$ cat src/rtl/mux8_pkg.sv
// Shared widths, FSM state type and select-order helpers for the mux8 serializer.
package mux8_pkg;

   localparam int DATA_W = 8;
   localparam int SEL_W  = 3;
   localparam int GAP_W  = 4;

   typedef enum logic [1:0] {
      IDLE    = 2'd0,
      SHIFT   = 2'd1,
      GAPWAIT = 2'd2
   } ser_state_t;

   function automatic logic [SEL_W-1:0] first_sel(input logic lsb_first);
      return lsb_first ? SEL_W'(0) : SEL_W'(DATA_W - 1);
   endfunction

   function automatic logic [SEL_W-1:0] last_sel(input logic lsb_first);
      return lsb_first ? SEL_W'(DATA_W - 1) : SEL_W'(0);
   endfunction

endpackage

$ cat src/rtl/mux8.sv
// Existing combinational 8:1 multiplexer: y is the data bit picked by select s.
module mux8 (
   input  logic [7:0] d,
   input  logic [2:0] s,
   output logic       y
);

   assign y = d[s];

endmodule

$ cat src/rtl/mux8_serializer.sv
// Parallel-to-serial stage: holds an accepted word on mux8.d and walks mux8.s
// through all eight positions, one bit per downstream beat, with framing.
module mux8_serializer
   import mux8_pkg::*;
#(
   parameter bit          LSB_FIRST = 1'b1,
   parameter int unsigned GAP       = 0
) (
   input  logic              clk,
   input  logic              rst_n,
   input  logic              in_valid,
   output logic              in_ready,
   input  logic [DATA_W-1:0] in_data,
   output logic [DATA_W-1:0] d,
   output logic [SEL_W-1:0]  s,
   output logic              ser_out,
   output logic              ser_valid,
   output logic              ser_last,
   input  logic              ser_ready
);

   localparam logic [SEL_W-1:0] FIRST    = first_sel(LSB_FIRST);
   localparam logic [SEL_W-1:0] LAST     = last_sel(LSB_FIRST);
   localparam logic [GAP_W-1:0] GAP_LOAD = (GAP == 0) ? '0 : GAP_W'(GAP - 1);

   ser_state_t        state, state_nxt;
   logic [DATA_W-1:0] d_nxt;
   logic [SEL_W-1:0]  s_nxt;
   logic [GAP_W-1:0]  gap_cnt, gap_nxt;

   mux8 u_mux8 (
      .d (d),
      .s (s),
      .y (ser_out)
   );

   // NOTE: state registers use non-blocking assignments so every flop samples
   // pre-edge values; mixing in blocking here would create simulation races.
   always_ff @(posedge clk or negedge rst_n) begin
      if (!rst_n) begin
         state   <= IDLE;
         d       <= '0;
         s       <= '0;
         gap_cnt <= '0;
      end else begin
         state   <= state_nxt;
         d       <= d_nxt;
         s       <= s_nxt;
         gap_cnt <= gap_nxt;
      end
   end

   // NOTE: every output of this block gets a default first, so no path can
   // leave a signal unassigned and infer a latch.
   always_comb begin
      state_nxt = state;
      d_nxt     = d;
      s_nxt     = s;
      gap_nxt   = gap_cnt;
      in_ready  = 1'b0;
      ser_valid = 1'b0;
      ser_last  = 1'b0;

      unique case (state)
         IDLE: begin
            in_ready = 1'b1;
            if (in_valid) begin
               d_nxt     = in_data;
               s_nxt     = FIRST;
               state_nxt = SHIFT;
            end
         end

         SHIFT: begin
            ser_valid = 1'b1;
            ser_last  = (s == LAST);
            if (ser_ready) begin
               if (!ser_last) begin
                  s_nxt = LSB_FIRST ? s + 3'd1 : s - 3'd1;
               end else if (GAP == 0) begin
                  // Zero-gap reload keeps the link fully utilised across words.
                  in_ready = 1'b1;
                  if (in_valid) begin
                     d_nxt = in_data;
                     s_nxt = FIRST;
                  end else begin
                     state_nxt = IDLE;
                  end
               end else begin
                  gap_nxt   = GAP_LOAD;
                  state_nxt = GAPWAIT;
               end
            end
         end

         GAPWAIT: begin
            if (gap_cnt == '0) state_nxt = IDLE;
            else               gap_nxt   = gap_cnt - 4'd1;
         end

         default: state_nxt = IDLE;
      endcase
   end

endmodule

$ cat config.mk
export PLATFORM = sky130hd
export DESIGN_NAME = mux8_serializer
export DESIGN_NICKNAME = d
export VERILOG_FILES = /design/src/rtl/mux8_pkg.sv /design/src/rtl/mux8.sv /design/src/rtl/mux8_serializer.sv
export SDC_FILE = /design/constraint.sdc
export NUM_CORES = 1
export LEC_CHECK = 0
export BUFFER_PORTS_ARGS = -buffer_cell sky130_fd_sc_hd__buf_2
export CORE_MARGIN = 2
export CORE_UTILIZATION = 48
export CTS_CLUSTER_DIAMETER = 40
export DETAILED_ROUTE_END_ITERATION = 8
export PLACE_DENSITY = 0.83
export REMOVE_ABC_BUFFERS = 1
export SLEW_MARGIN = 20
export SYNTH_ARGS = -nofsm -noshare
export SYNTH_HDL_FRONTEND = slang
export SYNTH_HIERARCHICAL = 1
export SYNTH_SLANG_ARGS = --single-unit
export TNS_END_PERCENT = 20
$ cat constraint.sdc
create_clock -name clk -period 4.6 [get_ports clk]
set_clock_uncertainty 0.05 [all_clocks]
set_input_delay 1.15 -clock clk [delete_from_list [all_inputs] [get_ports clk]]
set_output_delay 1.15 -clock clk [all_outputs]
set_load 0.1 [all_outputs]
==> impl_metrics.yaml, run 1 <==
run_status:
  result_of_the_run: "completed"
global_routing:
  antenna_violations_before_repair: 0
  pin_count_of_the_biggest_net_entering_global_routing: 13
  grt_pass1_wl_mm: 2.03
  track_usage: 0.192
  grt_overflow_total: 0
  first_global_vias: 481
cells_and_area:
  layout.core_utilization: 0.643
  layoutNonFillerInstCount: 91
  design.final.nets: 92
  post_route_cells_drive_above_1_share: 0.566
  antenna_cells: 0
  area_growth_pct: 27.8
worst_setup_path:
  cp.arrival_ns: 1.91
  slowest_stage_delay_on_critical_path_ns: 0.59
  timing.critical_path.to_type: "output pin"
  timing_worst_setup_path_type: "flop to output pin"
  worst_setup_path_start_kind: "flop"
  timing.critical_path.fanout_max: 7
  path_delay_family: "multiplexers"
  cp.required_ns: 3.40
  cp_cell_sequence: "mux4_1 > mux2_2 > buf_2"
  crit_path_top_delay_cell: "sky130_fd_sc_hd__mux4_1"
  critical_path.n_buffers_inverters: 1
floorplanning:
  floorplan.die_area_um2: 1640
  ios: 27
  die_h_um: 40.5
  std_cell_rows: 13
  die_w_um: 40.5
  design.core.area_um2: 1270
  start_util: 0.503
clocking:
  hold_buffers: 0
  cts.repair.resized: 0
  cts_tree: "built"
  clock-root-buffer: "sky130_fd_sc_hd__clkbuf_4"
  cts_sinks: 12
  cts_buffer_depth: 2
  cts_h_tree_lvls: 1
  clk-insertion-delay-late_ns: 0.26
  path_clk_slew_ns: 0.07
  number_of_buffers_added_by_the_clock_tree_synthesis_step: 3
  post_cts_repair_setup_buffers: 0
detailed_routing:
  vias: 481
  starting_drt_drc_count: 2
  detail_route.wl_per_cell_um: 12.9
  drt_pass1_iterations: 4
  avgViaCountPerCell: 5.29
  number_of_nets_with_antenna_violations_after_routing: 0
  drc_errors: 0
  postRouteWirelength_mm: 1.18
sta:
  period_share: 0.675
  finalWorstPathRequiredPeriod_ns: 3.11
  worst-slew-pin-transition_ns: 0.488
  finalMaxSlewViolations: 0
  finalSetupViolations: 0
  hold_violations: 0
  fin_tns_setup_ns: 0
  clock.fmax_mhz: 322
  hold_worst_slack_ns: 0.481
  setup_repair_after_global_routing_missed_its_margin: "false"
  slew_headroom: 0.677
hold_path:
  hp-class: "flop to flop"
placement:
  io_buffer_count: 26
  detail_placement_hpwl_um: 955
  place.detailed.instances: 87
  gp_congestion: 0.639
logic_synthesis:
  xor_xnor_share_of_the_synthesized_area: 0
  post_synth_fa_ha_maj_area_fraction: 0.0588
  synth_ff_type: "sky130_fd_sc_hd__dfrtp_1"
  synthesized_instance_count: 47
  synth_area_per_cell_um2: 13.6
  synth_compound_gate_area_share: 0.100
  yosys_register_bits: 12
  synth_edf_count: 0
  synthDistinctLibCells: 20
  synth.largest_area_cell: "sky130_fd_sc_hd__dfrtp_1"
  post_synth_and_or_nand_nor_area_fraction: 0.112
  synth.yosys.warnings: 6
  synth_top_family_by_area: "multiplexers"
  synth.cell_area_um2: 638
  synth_largest_type_area_fraction: 0.471
  synth_async_sr_flop_share: 1.00
  share_of_synthesized_area_spent_on_multiplexers: 0.241
  synthTopCellsByArea: "sky130_fd_sc_hd__dfrtp_1, sky130_fd_sc_hd__mux2_2, sky130_fd_sc_hd__mux4_1"
  synth.yosys.seq_area_share: 0.471
job:
  cap_violations: 0
## state kept, by name (all words and copies together), names as in the netlist
| register | cells |
|---|---|
| state | 1 |
| s | 3 |
| d | 8 |
## layer usage
layer  track usage  part of all wire
met1         0.236              0.42
met4         0.100                 0
met2         0.329              0.51
met5             0                 0
met3        0.0167             0.077
## worst reg2reg max path: cells and delay by family (launching register included)
| family | cells | cell delay [ns] |
|---|---|---|
| multiplexers | 1 | 0.35 |
| AO/OA/AOI/OAI | 1 | 0.23 |
| flip-flops | 1 | 0.47 |
| AND/OR/NAND/NOR | 1 | 0.12 |
| adder cells (fa/ha/maj) | 2 | 0.47 |
## layout make-up
class                      instances  area [um^2]
fill                             105          453
multi-input combinational         33          327
sequential                        12          300
timing repair buffer              26          130
clock buffer                       4         36.3
tap                               15         18.8
inverter                           1         3.75
## cell usage in the layout (no fill, tap or decap)
cell | Yosys | layout
sky130_fd_sc_hd__nand2_4 | 1 | 1
sky130_fd_sc_hd__inv_1 | 1 | 1
sky130_fd_sc_hd__dfrtp_1 | 12 | 12
sky130_fd_sc_hd__nand3_1 | 1 | 1
sky130_fd_sc_hd__nand3b_1 | 1 | 1
sky130_fd_sc_hd__a31o_2 | 2 | 2
sky130_fd_sc_hd__mux2_2 | 9 | 9
sky130_fd_sc_hd__clkbuf_4 | 0 | 3
sky130_fd_sc_hd__nand2_1 | 3 | 3
sky130_fd_sc_hd__a21oi_1 | 1 | 1
sky130_fd_sc_hd__and2_1 | 1 | 1
sky130_fd_sc_hd__nand2b_1 | 1 | 1
sky130_fd_sc_hd__or2b_1 | 1 | 1
sky130_fd_sc_hd__nor2_1 | 1 | 1
sky130_fd_sc_hd__mux4_1 | 2 | 2
sky130_fd_sc_hd__ha_1 | 3 | 3
sky130_fd_sc_hd__clkbuf_8 | 0 | 1
sky130_fd_sc_hd__a21bo_4 | 1 | 1
sky130_fd_sc_hd__buf_2 | 0 | 26
sky130_fd_sc_hd__nor2b_1 | 2 | 2
sky130_fd_sc_hd__a22o_1 | 2 | 2
sky130_fd_sc_hd__o211ai_1 | 1 | 1
## stage by stage
stage	area [um^2]	setup WS (ns)
after global placement	779	1.56
final	816	1.49
after detailed placement	779	1.55
after floorplan	631	1.15
after global routing	816	1.39
after CTS	816	1.47
## cell usage after synthesis (2+ instances only)
cell	instances
sky130_fd_sc_hd__mux4_1	2
sky130_fd_sc_hd__ha_1	3
sky130_fd_sc_hd__a22o_1	2
sky130_fd_sc_hd__nor2b_1	2
sky130_fd_sc_hd__dfrtp_1	12
sky130_fd_sc_hd__mux2_2	9
sky130_fd_sc_hd__a31o_2	2
sky130_fd_sc_hd__nand2_1	3
## final timing paths
check / from / endpoint / slack, ns / cells past startpoint
max reg2reg: s[0] / d[3] / 2.79 / 5
min: d[7] / d[7] / 0.48 / 1
min in group asynchronous: rst_n / d[0] / 0.69 / 1
max: s[0] / ser_out / 1.49 / 3
max in group asynchronous: rst_n / s[2] / 3.59 / 1
min reg2reg: d[7] / d[7] / 0.48 / 1
## cells by family (layout without fill, tap and decap cells)
kind of cell | count (synthesis) | in the layout
AOI/OAI and AO/OA | 7 | 7
adders and majority gates | 3 | 3
buffers and inverters | 2 | 31
DFF | 12 | 12
muxes | 11 | 11
and+or+nand+nor | 12 | 12
Power of run 1 is not shown: default switching activity piles up to over one toggle a cycle in this logic, so the estimate is an artifact.
==> run 2, diff against run 1 <==
--- a/config.mk
+++ b/config.mk
@@ -5,12 +5,13 @@
 export SDC_FILE = /design/constraint.sdc
 export NUM_CORES = 1
 export LEC_CHECK = 0
+export ABC_AREA = 1
 export BUFFER_PORTS_ARGS = -buffer_cell sky130_fd_sc_hd__buf_2
 export CORE_MARGIN = 2
-export CORE_UTILIZATION = 48
+export CORE_UTILIZATION = 46
 export CTS_CLUSTER_DIAMETER = 40
 export DETAILED_ROUTE_END_ITERATION = 8
-export PLACE_DENSITY = 0.83
+export PLACE_DENSITY = 0.79
 export REMOVE_ABC_BUFFERS = 1
 export SLEW_MARGIN = 20
 export SYNTH_ARGS = -nofsm -noshare
==> constraint.sdc (replaced) <==
create_clock -name clk -period 2.9 [get_ports clk]
set_clock_uncertainty 0.05 [all_clocks]
set_input_delay 0.725 -clock clk [delete_from_list [all_inputs] [get_ports clk]]
set_output_delay 0.725 -clock clk [all_outputs]
set_load 0.1 [all_outputs]
==> impl_metrics.yaml, run 2 <==
clocking:
  clock-root-buffer: "sky130_fd_sc_hd__clkbuf_4"
  cts_buffer_depth: 2
  post_cts_repair_setup_buffers: 0
  hold_buffers: 0
  number_of_buffers_added_by_the_clock_tree_synthesis_step: 3
  cts_sinks: 12
  path_clk_slew_ns: 0.08
  cts_h_tree_lvls: 1
  cts.repair.resized: 0
  cts_tree: "built"
  clk-insertion-delay-late_ns: 0.27
logic_synthesis:
  post_synth_most_frequent_cells: "sky130_fd_sc_hd__nand2_1, sky130_fd_sc_hd__inv_1, sky130_fd_sc_hd__dfrtp_1, sky130_fd_sc_hd__nand3_1, sky130_fd_sc_hd__nand4_1"
  synth_area_per_cell_um2: 7.40
  synth_edf_count: 0
  synth.yosys.warnings: 6
  synth_async_sr_flop_share: 1.00
  synth_largest_type_area_fraction: 0.423
  synth.largest_area_cell: "sky130_fd_sc_hd__dfrtp_1"
  synth.cell_area_um2: 711
  synthTopCellsByArea: "sky130_fd_sc_hd__dfrtp_1, sky130_fd_sc_hd__nand2_1, sky130_fd_sc_hd__inv_1"
  synthDistinctLibCells: 14
  synth_ff_type: "sky130_fd_sc_hd__dfrtp_1"
  synth.most_common_cell: "sky130_fd_sc_hd__nand2_1"
  synthesized_instance_count: 96
  synth.yosys.seq_area_share: 0.423
  yosys_register_bits: 12
placement:
  detail_placement_hpwl_mm: 1.16
  gp_congestion: 0.855
  placedInstanceArea_um2: 833
  worst_setup_slack_post_dpl_ns: 0.577
  io_buffer_count: 26
detailed_routing:
  number_of_nets_with_antenna_violations_after_routing: 0
  drt_pass1_iterations: 4
  vias: 702
  starting_drt_drc_count: 21
  postRouteWirelength_mm: 1.53
  detail_route.wl_per_cell_um: 11.0
  avgViaCountPerCell: 5.05
  drc_errors: 0
sta:
  hold_violations: 0
  clock.fmax_mhz: 382
  period_share: 0.902
  hold_worst_slack_ns: 0.269
  setup_repair_after_global_routing_missed_its_margin: "false"
  finalMaxSlewViolations: 0
  slew_headroom: 0.676
  fin_ws_ns: 0.286
  finalWorstPathRequiredPeriod_ns: 2.61
  worst-slew-pin-transition_ns: 0.489
  finalSetupViolations: 0
global_routing:
  grt_overflow_total: 0
  pin_count_of_the_biggest_net_entering_global_routing: 13
  first_global_vias: 602
  grt_util_met1: 0.226
  busiest_layer: "met2"
  antenna_violations_before_repair: 0
  fraction_of_met2_tracks_used_by_global_routing: 0.313
  track_usage: 0.182
  grt_pass1_wl_mm: 2.58
  groute.layer.met3.usage: 0.0170
worst_setup_path:
  timing.critical_path.to_type: "output pin"
  worst_setup_path_start_kind: "flop"
  timing_worst_setup_path_type: "flop to output pin"
  cp.required_ns: 2.12
  cp.arrival_ns: 1.84
  timing.critical_path.fanout_max: 9
floorplanning:
  floorplan.die_area_um2: 1880
  ios: 27
  std_cell_rows: 14
  design.core.area_um2: 1470
  die_w_um: 43.3
  die_h_um: 43.3
  start_util: 0.483
hold_path:
  hp-class: "input pin to asynchronous set/reset pin"
cells_and_area:
  area_growth_pct: 22.4
  largest-register: "d"
  largest_register_ffs: 8
  largest_registers: "d x8, s x3, state x1"
  most_frequent_standard_cell_in_the_layout_excluding_fill_and_tap_cells: "sky130_fd_sc_hd__nand2_1"
  design_area_um2: 870
  antenna_cells: 0
  post_route_cells_drive_above_1_share: 0.301
  final_cell_mix: "sky130_fd_sc_hd__nand2_1, sky130_fd_sc_hd__buf_2, sky130_fd_sc_hd__inv_1"
  design.final.nets: 139
job:
  cap_violations: 0
run_status:
  result_of_the_run: "completed"
-- run 2: worst paths after layout --
path | startpoint | endpoint | slack (ns) | cells past startpoint
setup / recovery | s[0] | in_ready | 0.29 | 5
hold / removal | rst_n | d[0] | 0.27 | 1
setup reg to reg | s[0] | d[3] | 1.21 | 7
hold reg to reg | d[7] | d[7] | 0.45 | 2
max in group asynchronous | rst_n | d[5] | 2.32 | 1
min in group clk | d[7] | d[7] | 0.45 | 2
-- run 2: final cells by class --
type,instances,area [um^2]
Fill cell,145,602
Multi-Input combinational cell,64,314
Sequential cell,12,300
Timing Repair Buffer,26,130
Inverter,17,68.8
Clock buffer,4,36.3
Tap cell,16,20.0
-- run 2: worst max-delay path, stage by stage, from the launching register on --
cell	delay, ns
sky130_fd_sc_hd__dfrtp_1	0.50
sky130_fd_sc_hd__ha_1	0.23
sky130_fd_sc_hd__ha_1	0.18
sky130_fd_sc_hd__inv_1	0.07
sky130_fd_sc_hd__o21ai_0	0.14
sky130_fd_sc_hd__buf_2	0.44
-- run 2: logic make-up (layout without fill, tap and decap cells) --
logic type,count (synthesis),after routing,share of synthesized area
AND/OR/NAND/NOR,60,60,0.382
buffers and inverters,20,47,0.136
flip-flops,12,12,0.423
adder cells (fa/ha/maj),3,3,0.0528
AO/OA/AOI/OAI,1,1,0.00704
-- run 2: through the flow --
stage	TNS (ns)	cells	util
CTS	0	139	0.591
global placement	0	135	0.566
finish	0	139	0.591
global route	0	139	0.591
floorplan	-1.58	93	-
detailed placement	0	135	0.566
-- run 2: layer usage --
layer  vias up  routed length [um]  share of wire
li1        356                   -              -
met1       322                 680           0.44
met2        22                 766           0.50
met3         2                  67          0.044
met4         0                  14         0.0092
met5         -                   0              0
Power of run 2 is left out for the same reason.
==> run 3, diff against run 2 <==
--- a/config.mk
+++ b/config.mk
@@ -7,12 +7,10 @@
 export LEC_CHECK = 0
 export ABC_AREA = 1
 export BUFFER_PORTS_ARGS = -buffer_cell sky130_fd_sc_hd__buf_2
-export CORE_MARGIN = 2
 export CORE_UTILIZATION = 46
 export CTS_CLUSTER_DIAMETER = 40
 export DETAILED_ROUTE_END_ITERATION = 8
 export PLACE_DENSITY = 0.79
-export REMOVE_ABC_BUFFERS = 1
 export SLEW_MARGIN = 20
 export SYNTH_ARGS = -nofsm -noshare
 export SYNTH_HDL_FRONTEND = slang
==> impl_metrics.yaml, run 3 (synthesis gave the netlist of run 2 again) <==
detailed_routing:
  postRouteWirelength_mm: 1.58
  drt_pass1_iterations: 4
  detail_route.wl_per_cell_um: 11.4
  drc_errors: 0
  starting_drt_drc_count: 38
  vias: 680
  number_of_nets_with_antenna_violations_after_routing: 0
  avgViaCountPerCell: 4.93
worst_setup_path:
  crit_path_start: "s[0]"
  timing_worst_setup_path_type: "flop to output pin"
  cp_cell_sequence: "ha_1 > ha_1 > inv_1 > o21ai_4 > buf_2"
  worst_setup_path_start_kind: "flop"
  crit_path_top_delay_cell: "sky130_fd_sc_hd__dfrtp_2"
  cp_common_cell: "sky130_fd_sc_hd__ha_1"
  cp.required_ns: 2.12
  critical_path.n_buffers_inverters: 2
  path_delay_family: "buffers and inverters"
  r2r-start: "s[0]"
  slowest_stage_delay_on_critical_path_ns: 0.46
  timing.critical_path.fanout_max: 9
  timing.critical_path.to_type: "output pin"
  cp.arrival_ns: 1.74
global_routing:
  track_usage: 0.227
  first_global_vias: 629
  antenna_violations_before_repair: 0
  pin_count_of_the_biggest_net_entering_global_routing: 13
  grt_pass1_wl_mm: 2.56
  grt_overflow_total: 0
run_status:
  result_of_the_run: "completed"
logic_synthesis:
  mappedNetlistNets: 111
floorplanning:
  floorplan.die_area_um2: 1710
  design.core.area_um2: 1370
  ios: 27
  std_cell_rows: 13
  start_util: 0.520
  die_h_um: 41.3
  die_w_um: 41.3
clocking:
  cts.repair.resized: 0
  cts_buffer_depth: 2
  cts_tree: "built"
  clock-root-buffer: "sky130_fd_sc_hd__clkbuf_4"
  clk-insertion-delay-late_ns: 0.27
  number_of_buffers_added_by_the_clock_tree_synthesis_step: 3
  cts_sinks: 12
  post_cts_repair_setup_buffers: 0
  cts_h_tree_lvls: 1
  path_clk_slew_ns: 0.08
  hold_buffers: 0
sta:
  fin_tns_setup_ns: 0
  clock.fmax_mhz: 397
  hold_violations: 0
  setup_repair_after_global_routing_missed_its_margin: "false"
  worst-slew-pin-transition_ns: 0.498
  finalMaxSlewViolations: 0
  period_share: 0.868
  finalSetupViolations: 0
  slew_headroom: 0.670
  finalWorstPathRequiredPeriod_ns: 2.52
  hold_worst_slack_ns: 0.271
cells_and_area:
  most_frequent_standard_cell_in_the_layout_excluding_fill_and_tap_cells: "sky130_fd_sc_hd__nand2_1"
  largest-register: "d"
  design_area_um2: 871
  design.final.nets: 139
  antenna_cells: 0
  final_cell_mix: "sky130_fd_sc_hd__nand2_1, sky130_fd_sc_hd__buf_2, sky130_fd_sc_hd__inv_1"
  largest_registers: "d x8, s x3, state x1"
  area_growth_pct: 22.5
  largest_register_ffs: 8
  filler_cell_count: 138
  post_route_cells_drive_above_1_share: 0.309
placement:
  io_buffer_count: 26
  detail_placement_hpwl_mm: 1.12
  gp_congestion: 0.880
  placedInstanceArea_um2: 845
job:
  cap_violations: 0
hold_path:
  hp-class: "input pin to asynchronous set/reset pin"
==> run 3: changes by cell type in the layout (fill, tap and decap cells not counted) <==
cell,delta
sky130_fd_sc_hd__dfrtp_2,+1
sky130_fd_sc_hd__o21ai_0,-1
sky130_fd_sc_hd__clkbuf_8,-1
sky130_fd_sc_hd__o21ai_4,+1
sky130_fd_sc_hd__dfrtp_1,-1
sky130_fd_sc_hd__clkbuf_1,+1
==> run 3: through the flow <==
| stage | setup slack (ns) | utilization | std cells |
|---|---|---|---|
| floorplan | 0.0139 | - | 96 |
| global placement | 0.671 | 0.618 | 134 |
| detailed placement | 0.652 | 0.618 | 134 |
| CTS | 0.368 | 0.637 | 138 |
| global route | 0.275 | 0.637 | 138 |
| finish | 0.383 | 0.637 | 138 |
==> run 3: path summary, 6_finish.rpt <==
path	to	slack (ns)	cells past startpoint
max	in_ready	0.38	5
min	d[5]	0.27	1
max reg2reg	d[2]	1.28	7
min reg2reg	d[6]	0.45	2
max in group asynchronous	s[0]	2.30	1
min in group clk	d[6]	0.45	2
==> run 3: layout make-up <==
| class | instances | area, um^2 | area share |
|---|---|---|---|
| multi-input combinational | 64 | 325 | 0.374 |
| sequential | 12 | 302 | 0.346 |
| timing repair buffer | 26 | 130 | 0.149 |
| inverter | 17 | 68.8 | 0.0790 |
| clock buffer | 4 | 26.3 | 0.0302 |
| tap | 15 | 18.8 | 0.0216 |
==> run 3: routing by layer <==
metal | up-vias | track usage | routed length, um
li1 | 354 | - | -
met1 | 291 | 0.297 | 703
met2 | 31 | 0.371 | 743
met3 | 4 | 0.0479 | 108
met4 | 0 | 0.0726 | 21
met5 | - | 0 | 0
==> run 3: worst register-to-register path, stage by stage (launching register included) <==
cell	delay (ns)
sky130_fd_sc_hd__dfrtp_2	0.46
sky130_fd_sc_hd__ha_1	0.20
sky130_fd_sc_hd__ha_1	0.15
sky130_fd_sc_hd__inv_1	0.04
sky130_fd_sc_hd__nand2_2	0.22
sky130_fd_sc_hd__nand3_2	0.23
sky130_fd_sc_hd__nand2_1	0.11
sky130_fd_sc_hd__nand2_1	0.05
Power of run 3 is left out for the same reason.
